<file path="config.mk">
export PLATFORM = sky130hd
export DESIGN_NAME = uart_rx_fifo
export DESIGN_NICKNAME = d
export VERILOG_FILES = /design/src/rtl/uart_rx_fifo_pkg.sv /design/src/rtl/uart_rx_fifo_sync_fifo.sv /design/src/rtl/uart_rx_fifo.sv
export SDC_FILE = /design/constraint.sdc
export NUM_CORES = 1
export LEC_CHECK = 0
export CAP_MARGIN = 15
export CORE_ASPECT_RATIO = 1.2
export CORE_MARGIN = 1.5
export CORE_UTILIZATION = 25
export CTS_CLUSTER_DIAMETER = 80
export CTS_CLUSTER_SIZE = 16
export DETAILED_ROUTE_END_ITERATION = 6
export HOLD_SLACK_MARGIN = 0.03
export PLACE_DENSITY = 0.44
export RECOVER_POWER = 25
export REMOVE_ABC_BUFFERS = 1
export SETUP_SLACK_MARGIN = 0.15
export SYNTH_ARGS = -nofsm -noshare
export SYNTH_HDL_FRONTEND = slang
export SYNTH_SLANG_ARGS = --single-unit
</file>
<file path="constraint.sdc">
create_clock -name clk -period 4.39 [get_ports clk]
set_input_delay 0.6585 -clock clk [delete_from_list [all_inputs] [get_ports clk]]
set_output_delay 0.6585 -clock clk [all_outputs]
set_load 0.05 [all_outputs]
</file>
<file path="src/rtl/uart_rx_fifo_pkg.sv">
// Shared definitions for the UART receive front end of the Morse encoder:
// FSM state encoding, default line settings, ASCII range constants and parity helper.
`timescale 1ns/1ps
package uart_rx_fifo_pkg;

   localparam int DEF_CLK_FREQ = 100_000_000;
   localparam int DEF_BAUD     = 9600;

   // Printable ranges the encoder knows how to translate.
   localparam logic [7:0] ASCII_SPACE   = 8'h20;
   localparam logic [7:0] ASCII_DIGIT_0 = 8'h30;
   localparam logic [7:0] ASCII_DIGIT_9 = 8'h39;
   localparam logic [7:0] ASCII_UPPER_A = 8'h41;
   localparam logic [7:0] ASCII_UPPER_Z = 8'h5A;

   typedef enum logic [2:0] {
      UART_IDLE,
      UART_START,
      UART_DATA,
      UART_PARITY,
      UART_STOP,
      UART_BREAK
   } uart_state_e;

   function automatic logic calc_parity(input logic [8:0] data, input logic odd);
      return (^data) ^ odd;
   endfunction

endpackage

</file>
<file path="src/rtl/uart_rx_fifo_sync_fifo.sv">
// sync_fifo: single-clock circular buffer with show-ahead output, occupancy count
// and simultaneous push/pop (also when full). Reusable on the encoder output side.
`timescale 1ns/1ps
module sync_fifo #(
   parameter int DATA_W = 8,
   parameter int DEPTH  = 16
) (
   input  logic                     clk,
   input  logic                     rst,
   input  logic                     push,
   input  logic                     pop,
   input  logic [DATA_W-1:0]        din,
   output logic [DATA_W-1:0]        dout,
   output logic [$clog2(DEPTH):0]   count,
   output logic                     full,
   output logic                     empty
);

   localparam int PTR_W = $clog2(DEPTH);

   logic [DATA_W-1:0] mem [DEPTH];
   logic [PTR_W-1:0]  wr_ptr;
   logic [PTR_W-1:0]  rd_ptr;
   logic              do_push;
   logic              do_pop;

   assign full    = (count == (PTR_W+1)'(DEPTH));
   assign empty   = (count == '0);
   assign do_pop  = pop && !empty;
   assign do_push = push && (!full || do_pop);
   assign dout    = empty ? '0 : mem[rd_ptr];

   // NOTE: storage has no reset; validity is carried entirely by count.
   always_ff @(posedge clk) begin
      if (do_push) mem[wr_ptr] <= din;
   end

   always_ff @(posedge clk or negedge rst) begin
      if (!rst) begin
         wr_ptr <= '0;
         rd_ptr <= '0;
         count  <= '0;
      end else begin
         if (do_push) wr_ptr <= wr_ptr + 1'b1;
         if (do_pop)  rd_ptr <= rd_ptr + 1'b1;
         case ({do_push, do_pop})
            2'b10:   count <= count + 1'b1;
            2'b01:   count <= count - 1'b1;
            default: count <= count;
         endcase
      end
   end

endmodule

</file>
<file path="src/rtl/uart_rx_fifo.sv">
// uart_rx_fifo: UART receiver (start + DATA_BITS + [parity] + stop) feeding a show-ahead FIFO.
// Optional parity checking is built when UART_RX_PARITY_EN is defined.
`timescale 1ns/1ps
module uart_rx_fifo
   import uart_rx_fifo_pkg::*;
#(
   parameter int CLK_FREQ   = DEF_CLK_FREQ,
   parameter int BAUD       = DEF_BAUD,
   parameter int DATA_BITS  = 8,
   parameter int FIFO_DEPTH = 16,
   parameter int PARITY_ODD = 0
) (
   input  logic                          clk,
   input  logic                          rst,
   input  logic                          rx,
   input  logic                          rd_en,
   output logic [DATA_BITS-1:0]          rd_data,
   output logic                          rd_valid,
   output logic [$clog2(FIFO_DEPTH):0]   fifo_count,
   output logic                          frame_err,
   output logic                          overflow,
   output logic                          parity_err
);

   localparam int CLKS_PER_BIT = CLK_FREQ / BAUD;
   localparam int CNT_W        = $clog2(CLKS_PER_BIT + 1);
   localparam int IDX_W        = $clog2(DATA_BITS + 1);
   localparam logic [CNT_W-1:0] HALF_BIT = CNT_W'(CLKS_PER_BIT / 2);
   localparam logic [CNT_W-1:0] LAST_CLK = CNT_W'(CLKS_PER_BIT - 1);
   localparam logic [IDX_W-1:0] LAST_IDX = IDX_W'(DATA_BITS - 1);

   logic                 rx_meta;
   logic                 rx_s;
   uart_state_e          state;
   logic [CNT_W-1:0]     cnt;
   logic [IDX_W-1:0]     idx;
   logic [DATA_BITS-1:0] shreg;
   logic                 par_ok;
   logic                 bit_tick;
   logic                 stop_good;
   logic                 push;
   logic                 full;
   logic                 empty;

   // NOTE: the synchroniser resets to 1 (idle line) so reset release never looks like a start bit.
   always_ff @(posedge clk or negedge rst) begin
      if (!rst) begin
         rx_meta <= 1'b1;
         rx_s    <= 1'b1;
      end else begin
         rx_meta <= rx;
         rx_s    <= rx_meta;
      end
   end

   assign bit_tick  = (cnt == LAST_CLK);
   assign stop_good = (state == UART_STOP) && bit_tick && rx_s && par_ok;
   // NOTE: push is decoded combinationally from the stop sample so the entry is visible one clock later.
   assign push      = stop_good && (!full || (rd_en && rd_valid));
   assign rd_valid  = !empty;

`ifdef UART_RX_PARITY_EN
   always_ff @(posedge clk or negedge rst) begin
      if (!rst) begin
         par_ok <= 1'b1;
      end else if (state == UART_PARITY && bit_tick) begin
         par_ok <= (rx_s == calc_parity(9'(shreg), PARITY_ODD != 0));
      end
   end
`else
   logic unused_parity_odd;
   assign par_ok            = 1'b1;
   assign unused_parity_odd = (PARITY_ODD != 0);
`endif

   always_ff @(posedge clk or negedge rst) begin
      if (!rst) begin
         state      <= UART_IDLE;
         cnt        <= '0;
         idx        <= '0;
         shreg      <= '0;
         frame_err  <= 1'b0;
         overflow   <= 1'b0;
         parity_err <= 1'b0;
      end else begin
         frame_err  <= 1'b0;
         overflow   <= 1'b0;
         parity_err <= 1'b0;
         cnt        <= cnt + 1'b1;
         case (state)
            UART_IDLE: begin
               cnt <= '0;
               if (!rx_s) state <= UART_START;
            end
            UART_START: begin
               if (cnt == HALF_BIT) begin
                  cnt   <= '0;
                  idx   <= '0;
                  state <= rx_s ? UART_IDLE : UART_DATA;
               end
            end
            UART_DATA: begin
               if (bit_tick) begin
                  cnt   <= '0;
                  shreg <= {rx_s, shreg[DATA_BITS-1:1]};
                  idx   <= idx + 1'b1;
                  if (idx == LAST_IDX) begin
`ifdef UART_RX_PARITY_EN
                     state <= UART_PARITY;
`else
                     state <= UART_STOP;
`endif
                  end
               end
            end
`ifdef UART_RX_PARITY_EN
            UART_PARITY: begin
               if (bit_tick) begin
                  cnt   <= '0;
                  state <= UART_STOP;
               end
            end
`endif
            UART_STOP: begin
               if (bit_tick) begin
                  cnt <= '0;
                  if (!rx_s) begin
                     frame_err <= 1'b1;
                     state     <= UART_BREAK;
                  end else begin
                     state <= UART_IDLE;
                     if (!par_ok)    parity_err <= 1'b1;
                     else if (!push) overflow   <= 1'b1;
                  end
               end
            end
            UART_BREAK: begin
               // A held-low line is reported once; wait for the line to return high.
               cnt <= '0;
               if (rx_s) state <= UART_IDLE;
            end
            default: state <= UART_IDLE;
         endcase
      end
   end

   sync_fifo #(
      .DATA_W (DATA_BITS),
      .DEPTH  (FIFO_DEPTH)
   ) u_fifo (
      .clk   (clk),
      .rst   (rst),
      .push  (push),
      .pop   (rd_en),
      .din   (shreg),
      .dout  (rd_data),
      .count (fifo_count),
      .full  (full),
      .empty (empty)
   );

endmodule
</file>
==> results.cfg, run 1 <==
[final_layout]
fin_cells = 872
num_antenna_cells = 0
fin_nets = 485
fin_area_sq_um = 8740
layout-drive-gt1-share_pct = 18.5
fillers = 2990
synthToLayoutAreaGrowth_pct = 15.6

[global_route]
met1_usage_pct = 13.4
antenna_found_initial = 0
overflow = 0
busiest_layer = met2
grt_pass1_wl_microns = 24800
grt_max_degree = 47
grtUsageMet3_pct = 1.97
use_met2_pct = 18.0
grt_pass1_vias = 4230
grt.total_usage_pct = 10.5

[sta]
relSlewSlack_pct = -74.4
tightest_slew_ns = 2.62
fin_crit_sh_pct = 80.6
min_period_ns = 3.54
fin_worst_skew_ns = 0.0208
finalSetupViolCount = 0
hold_viol = 0
tns_ns = 0
fmax_mhz = 282
rsz0062_at_grt = false
slew_violations = 47

[clock_tree]
cts_sinks = 174
ctsRootBufferMaster = clkbuf_16
cts-resized-gates = 0
cts_tree = built
cts_buffers = 17
hold_buffers = 0
clkTransAtPathRegs_ns = 0.07
htree_levels = 4
insertion_delay_ns = 0.43
postCtsSetupBuffers = 0
clk_path_buf_depth = 2

[route]
ant_nets = 0
drt_first_pass_iters = 4
initialDrtViolationCount = 191
wl_microns = 15700
num_vias = 3947
wl_per_cell_microns = 18.0
vias_per_cell = 4.53
route.detailed.drc = 0

[pwr]
pwr-share-seq_pct = 46.2
p_leak_nw = 3.32
comb_power_share_pct = 18.2
switchingPower_mw = 1.20
worst_ir_drop_vdd_mv = 0.313
power.density_nw_per_um2 = 463
p_sw_share_pct = 29.5
clkPwrFrac_pct = 35.6
p_int_mw = 2.85

[synthesis]
netlist_instances = 451
async_flop_share_pct = 26.4
ys_seq_area_share_pct = 66.1
avgSynthCellArea_sq_um = 16.8
ys.flop_type = edfxtp_1
netlist_top_cells_area = edfxtp_1 51%, dfrtp_1 15%, mux4_2 9.5%
synthDominantCellAreaShare_pct = 50.9
synth_top_area_cell = edfxtp_1
synth_seq_cells = 174
synth-edff-count = 128
yosysUniqueCellTypes = 58
synth_area_sq_um = 7560
ys_warn_count = 0

[placed_design]
dp_hpwl_microns = 9880
postPlaceCellArea_sq_um = 8160
dp_cells = 840
gp_congestion = 0.726
io_buffers = 19

[critical_path]
cpMaxStageDelayCell = clkdlybuf4s50_1
reg2reg_depth = 11
end_kind = primary output
critPathLaunchType = flip-flop
regToRegSetupSlack_ns = 0.87
required_ns = 3.73
cpPeakStageDelay_ns = 0.74
crit_arrival_ns = 2.88
regToRegEndpoint = u_fifo.count[4]$_DFFE_PN0P_
r2r-start = cnt[0]$_DFF_PN0_
critPathKind = reg -> out
path_max_fanout = 32
crit_chain = buf_12 -> mux4_2 -> mux2i_1 -> o22ai_1 -> clkdlybuf4s50_1

[floorplan]
dieHeight_microns = 193
die_area_sq_um = 31300
core_sq_um = 29700
num_io_pins = 21
die_x_microns = 162
row_count = 69
start_util_pct = 25.4

[job]
cap_viol_max_count = 1

[status]
status = finished, violations left
violations = capacitance limit, slew limit

[min_path]
worstHoldPathType = reg -> reg
worstHoldStart = rx_meta$_DFF_PN1_
min_path_cells = 0
hold_path_end = rx_s$_DFF_PN1_
state kept, by name (all words and copies together) (netlist names):
signal,count
u_fifo.mem,128
rx_meta,1
idx,4
rx_s,1
u_fifo.rd_ptr,4
overflow,1
shreg,8
u_fifo.wr_ptr,4
u_fifo.count,5
cnt,14
frame_err,1
state,3
synth_stat cells, drive strengths merged (5+ instances only):
master  count
nand4       6
nor2        8
mux2i      17
and3        5
o22ai      12
xor2        9
and4        6
nand2      15
and4b      10
nor4b       5
xnor2      14
nor4bb      5
nand3       6
mux4       32
dfrtp      44
buf        14
inv        12
mux2       12
a21oi      16
edfxtp    128
ha         12
nand2b      5
clkbuf     12
cells by family after synthesis:
group / Yosys count / share of synthesized area [%]
DFF: 174 / 66.1
and+or+nand+nor: 95 / 9.07
muxes: 61 / 13.9
AOI/OAI and AO/OA: 47 / 3.97
buffers and inverters: 38 / 2.24
xor gates and xnor gates: 23 / 2.67
adders and majority gates: 12 / 1.99
other: 1 / 0.0496
how the worst max path moves through the flow:
stage,startpoint,end,slack (ns),depth (start not counted)
6_report,u_fifo.rd_ptr[0]$_DFFE_PN0P_,rd_data[4],0.85,5
5_1_grt,cnt[0]$_DFF_PN0_,u_fifo.count[4]$_DFFE_PN0P_,0.58,12
4_1_cts,u_fifo.rd_ptr[0]$_DFFE_PN0P_,rd_data[3],0.78,5
3_5_place_dp,rd_en,u_fifo.count[4]$_DFFE_PN0P_,0.61,11
3_3_place_gp,rd_en,u_fifo.count[4]$_DFFE_PN0P_,0.68,11
2_1_floorplan,u_fifo.rd_ptr[0]$_DFFE_PN0P_,rd_data[0],0.98,3
area by class of cell:
class	count	area, sq um	share of cell area (%)
clock buffer	17	425	4.87
sequential	174	5000	57.2
tap	390	488	5.58
timing repair buffer	25	239	2.74
clock inverter	15	151	1.73
multi-input combinational	239	2390	27.4
inverter	12	45.0	0.516
power groups by stage:
stage | sequential, mW | clock (mW) | combinational (mW)
3_5_place_dp | 1.90 | 0 | 0.752
3_3_place_gp | 1.90 | 0 | 0.746
6_report | 1.87 | 1.44 | 0.736
4_1_cts | 1.87 | 1.48 | 0.755
5_1_grt | 1.88 | 1.55 | 0.796
2_1_floorplan | 2.10 | 0 | 0.319
critical path: cells and delay by family (launching register included):
family | cells | cell delay, ns
compound gates | 1 | 0.16
buf+inv | 2 | 1.03
flops | 1 | 0.42
mux | 2 | 0.82
metrics by stage:
step	hold slack (ns)	setup slack [ns]	util (%)	total power, mW
2_1_floorplan	0.345	0.978	-	2.42
3_3_place_gp	0.347	0.678	27.5	2.65
3_5_place_dp	0.350	0.614	27.5	2.65
4_1_cts	0.330	0.776	29.4	4.11
5_1_grt	0.364	0.580	29.4	4.23
6_report	0.359	0.850	29.4	4.05
metal layers:
layer	wire, microns	share of wire (%)	vias to the layer above
met5	0	0	-
met4	198	1.3	0
met3	407	2.6	15
met2	8070	51	58
met1	7040	45	2052
li1	-	-	1822
placed cells by master (no fill, tap or decap), types with 5 or more instances in the layout:
cell	instances
edfxtp_1	128
nand3_1	6
and4b_1	10
mux2i_1	17
clkbuf_16	17
xor2_1	9
and4_1	6
mux2_4	6
nand4_1	5
mux4_2	32
nor2_1	8
nor4bb_1	5
clkdlybuf4s50_1	17
xnor2_1	14
nand2b_1	5
inv_1	12
ha_1	12
and3_1	5
a21oi_1	16
o22ai_1	12
dfrtp_1	43
nand2_1	15
Power figures use the tool's default switching activity.
==> run 2: changes to the inputs <==
==> constraint.sdc (replaced) <==
create_clock -name clk -period 3.3 [get_ports clk]
set_input_delay 0.495 -clock clk [delete_from_list [all_inputs] [get_ports clk]]
set_output_delay 0.495 -clock clk [all_outputs]
set_load 0.05 [all_outputs]
==> run 2 against run 1 <==
Net effect:
- the run now ends clean
- sequential cell count unchanged
- worst setup slack lost 0.52 ns
- register-to-register slack got worse by 0.54 ns
- global-route usage is essentially flat
- worst hold slack lost 0.0022 ns
- final cell count grew 0.80%
- total power increased by 35%
- non-clock buffer count increased by 7
- utilization up 0.57 points
- wire length increased by 0.59%
- first-iteration DRC count is 1.6% higher
- largest cell class unchanged
- highest routed layer unchanged
==> results.cfg, run 2 (same netlist as run 1, synthesis figures left out) <==
[status]
status = complete, no violations

[clock_tree]
cts_sinks = 174
postCtsSetupBuffers = 0
ctsRootBufferMaster = clkbuf_16
insertion_delay_ns = 0.43
cts_buffers = 17
clk_path_buf_depth = 2
clkTransAtPathRegs_ns = 0.07
htree_levels = 4
cts_tree = built

[sta]
tightest_slew_ns = 1.40
min_period_ns = 2.97
rsz0062_at_grt = false
fmax_mhz = 337
slew_violations = 0
fin_worst_skew_ns = 0.0170
fin_crit_sh_pct = 89.9
setup_slack_ns = 0.334
finalSetupViolCount = 0
tns_ns = 0
hold_viol = 0
relSlewSlack_pct = 6.41

[route]
initialDrtViolationCount = 194
drt_first_pass_iters = 4
ant_nets = 0
wl_microns = 15800
vias_per_cell = 4.53
num_vias = 3979
wl_per_cell_microns = 18.0
route.detailed.drc = 0

[critical_path]
crit_arrival_ns = 3.28
crit_chain = ha_1 -> and3_2 -> and4_1 -> and3_1 -> inv_1 -> ha_1 -> ha_1 -> or4b_2 -> o32ai_1 -> nor4b_2 -> xnor2_1
regToRegEndpoint = u_fifo.count[4]$_DFFE_PN0P_
critPathLaunchType = flip-flop
required_ns = 3.61
cpMaxStageDelayCell = or4b_2
end_kind = flip-flop
critPathKind = reg -> reg
path_max_fanout = 4
regToRegSetupSlack_ns = 0.33
r2r-start = cnt[0]$_DFF_PN0_
cpPeakStageDelay_ns = 0.63
reg2reg_depth = 11
cp_common_cell = ha_1

[final_layout]
num_antenna_cells = 0
reg_top3 = u_fifo.mem x128, cnt x14, shreg x8
largest_reg_flops = 128
layout-drive-gt1-share_pct = 21.5
mostFrequentLayoutCells = 128 x edfxtp_1, 43 x dfrtp_1, 32 x mux4_2, 17 x mux2i_1, 17 x clkbuf_16
fin_nets = 492
synthToLayoutAreaGrowth_pct = 17.9
fillers = 2994
fin_cells = 879
final_common_cell = edfxtp_1
top_register = u_fifo.mem

[global_route]
grt_pass1_wl_microns = 24600
grt.total_usage_pct = 10.6
grt_max_degree = 34
grt_pass1_vias = 4090
antenna_found_initial = 0
overflow = 0

[floorplan]
die_x_microns = 162
die_area_sq_um = 31300
core_sq_um = 29700
dieHeight_microns = 193
num_io_pins = 21
start_util_pct = 25.4
row_count = 69

[placed_design]
dp_cells = 847
gp_congestion = 0.772
pre_cts_slack_ns = 0.212
dp_hpwl_microns = 10100
io_buffers = 19

[min_path]
worstHoldStart = rx_meta$_DFF_PN1_
min_path_cells = 0
hold_path_end = rx_s$_DFF_PN1_
worstHoldPathType = reg -> reg

[pwr]
p_leak_nw = 3.41
worst_ir_drop_vdd_mv = 0.444
power.density_nw_per_um2 = 614

[job]
cap_viol_max_count = 0
## run 2: cell types whose count changed in the layout (fill, tap and decap cells not counted), moves of 2 or more
cell / change
inv_6: -2
clkinvlp_4: -3
clkdlybuf4s50_1: -8
inv_8: +3
buf_4: +6
buf_12: +9
## run 2: layer usage
metal  vias to the layer above  track usage, %  part of all wire, %
li1                       1844               -                    -
met5                         -               0                    0
met2                        63            17.7                   50
met3                         8            2.12                  3.1
met1                      2064            13.7                   46
met4                         0            3.26                 0.89
## run 2: report_power, final
group	switching (mW)	internal, mW	total (mW)
Clock	0.964	1.02	1.99
Sequential	0.110	2.38	2.49
Combinational	0.567	0.427	0.993
Total	1.64	3.83	5.47
## run 2: critical path: cells and delay by family (launching register included)
kind / cells / cell delay, ns
buffers and inverters: 1 / 0.06
AND/OR/NAND/NOR: 5 / 1.42
flip-flops: 1 / 0.40
AO/OA/AOI/OAI: 1 / 0.17
adder cells (fa/ha/maj): 3 / 0.68
XOR/XNOR: 1 / 0.14
## run 2: worst max-delay path by stage
stage	startpoint	to	slack, ns	cells after the start
floorplan	u_fifo.rd_ptr[0]$_DFFE_PN0P_	rd_data[0]	0.05	3
global placement	rd_en	u_fifo.count[4]$_DFFE_PN0P_	0.29	11
detailed placement	rd_en	u_fifo.count[4]$_DFFE_PN0P_	0.21	12
CTS	cnt[0]$_DFF_PN0_	u_fifo.count[4]$_DFFE_PN0P_	0.27	12
global route	cnt[0]$_DFF_PN0_	u_fifo.count[4]$_DFFE_PN0P_	0.17	11
finish	cnt[0]$_DFF_PN0_	u_fifo.count[4]$_DFFE_PN0P_	0.33	11
## run 2: metrics by stage
step | total power, mW | cell area, sq um | hold slack (ns) | utilization (%)
5_1_grt | 5.70 | 8910 | 0.359 | 30.0
4_1_cts | 5.55 | 8900 | 0.0657 | 30.0
3_3_place_gp | 3.55 | 8310 | 0.347 | 28.0
3_5_place_dp | 3.56 | 8310 | 0.347 | 28.0
6_report | 5.47 | 8910 | 0.357 | 30.0
2_1_floorplan | 3.21 | 7430 | 0.199 | -
## run 2: cell type report
type / instances / area [sq um] / share of cell area (%)
clock buffer: 17 / 425 / 4.78
clock inverter: 15 / 170 / 1.91
inverter: 12 / 45.0 / 0.506
multi-input combinational: 239 / 2400 / 26.9
sequential: 174 / 5000 / 56.1
tap: 390 / 488 / 5.48
timing repair buffer: 32 / 383 / 4.30
## run 2: repair_timing
item                                    in CTS  in global routing
hold buffers                                 0                  0
hold endpoints to repair                     0                  0
gates resized for setup                      0                  2
endpoints found under the setup margin       0                  1
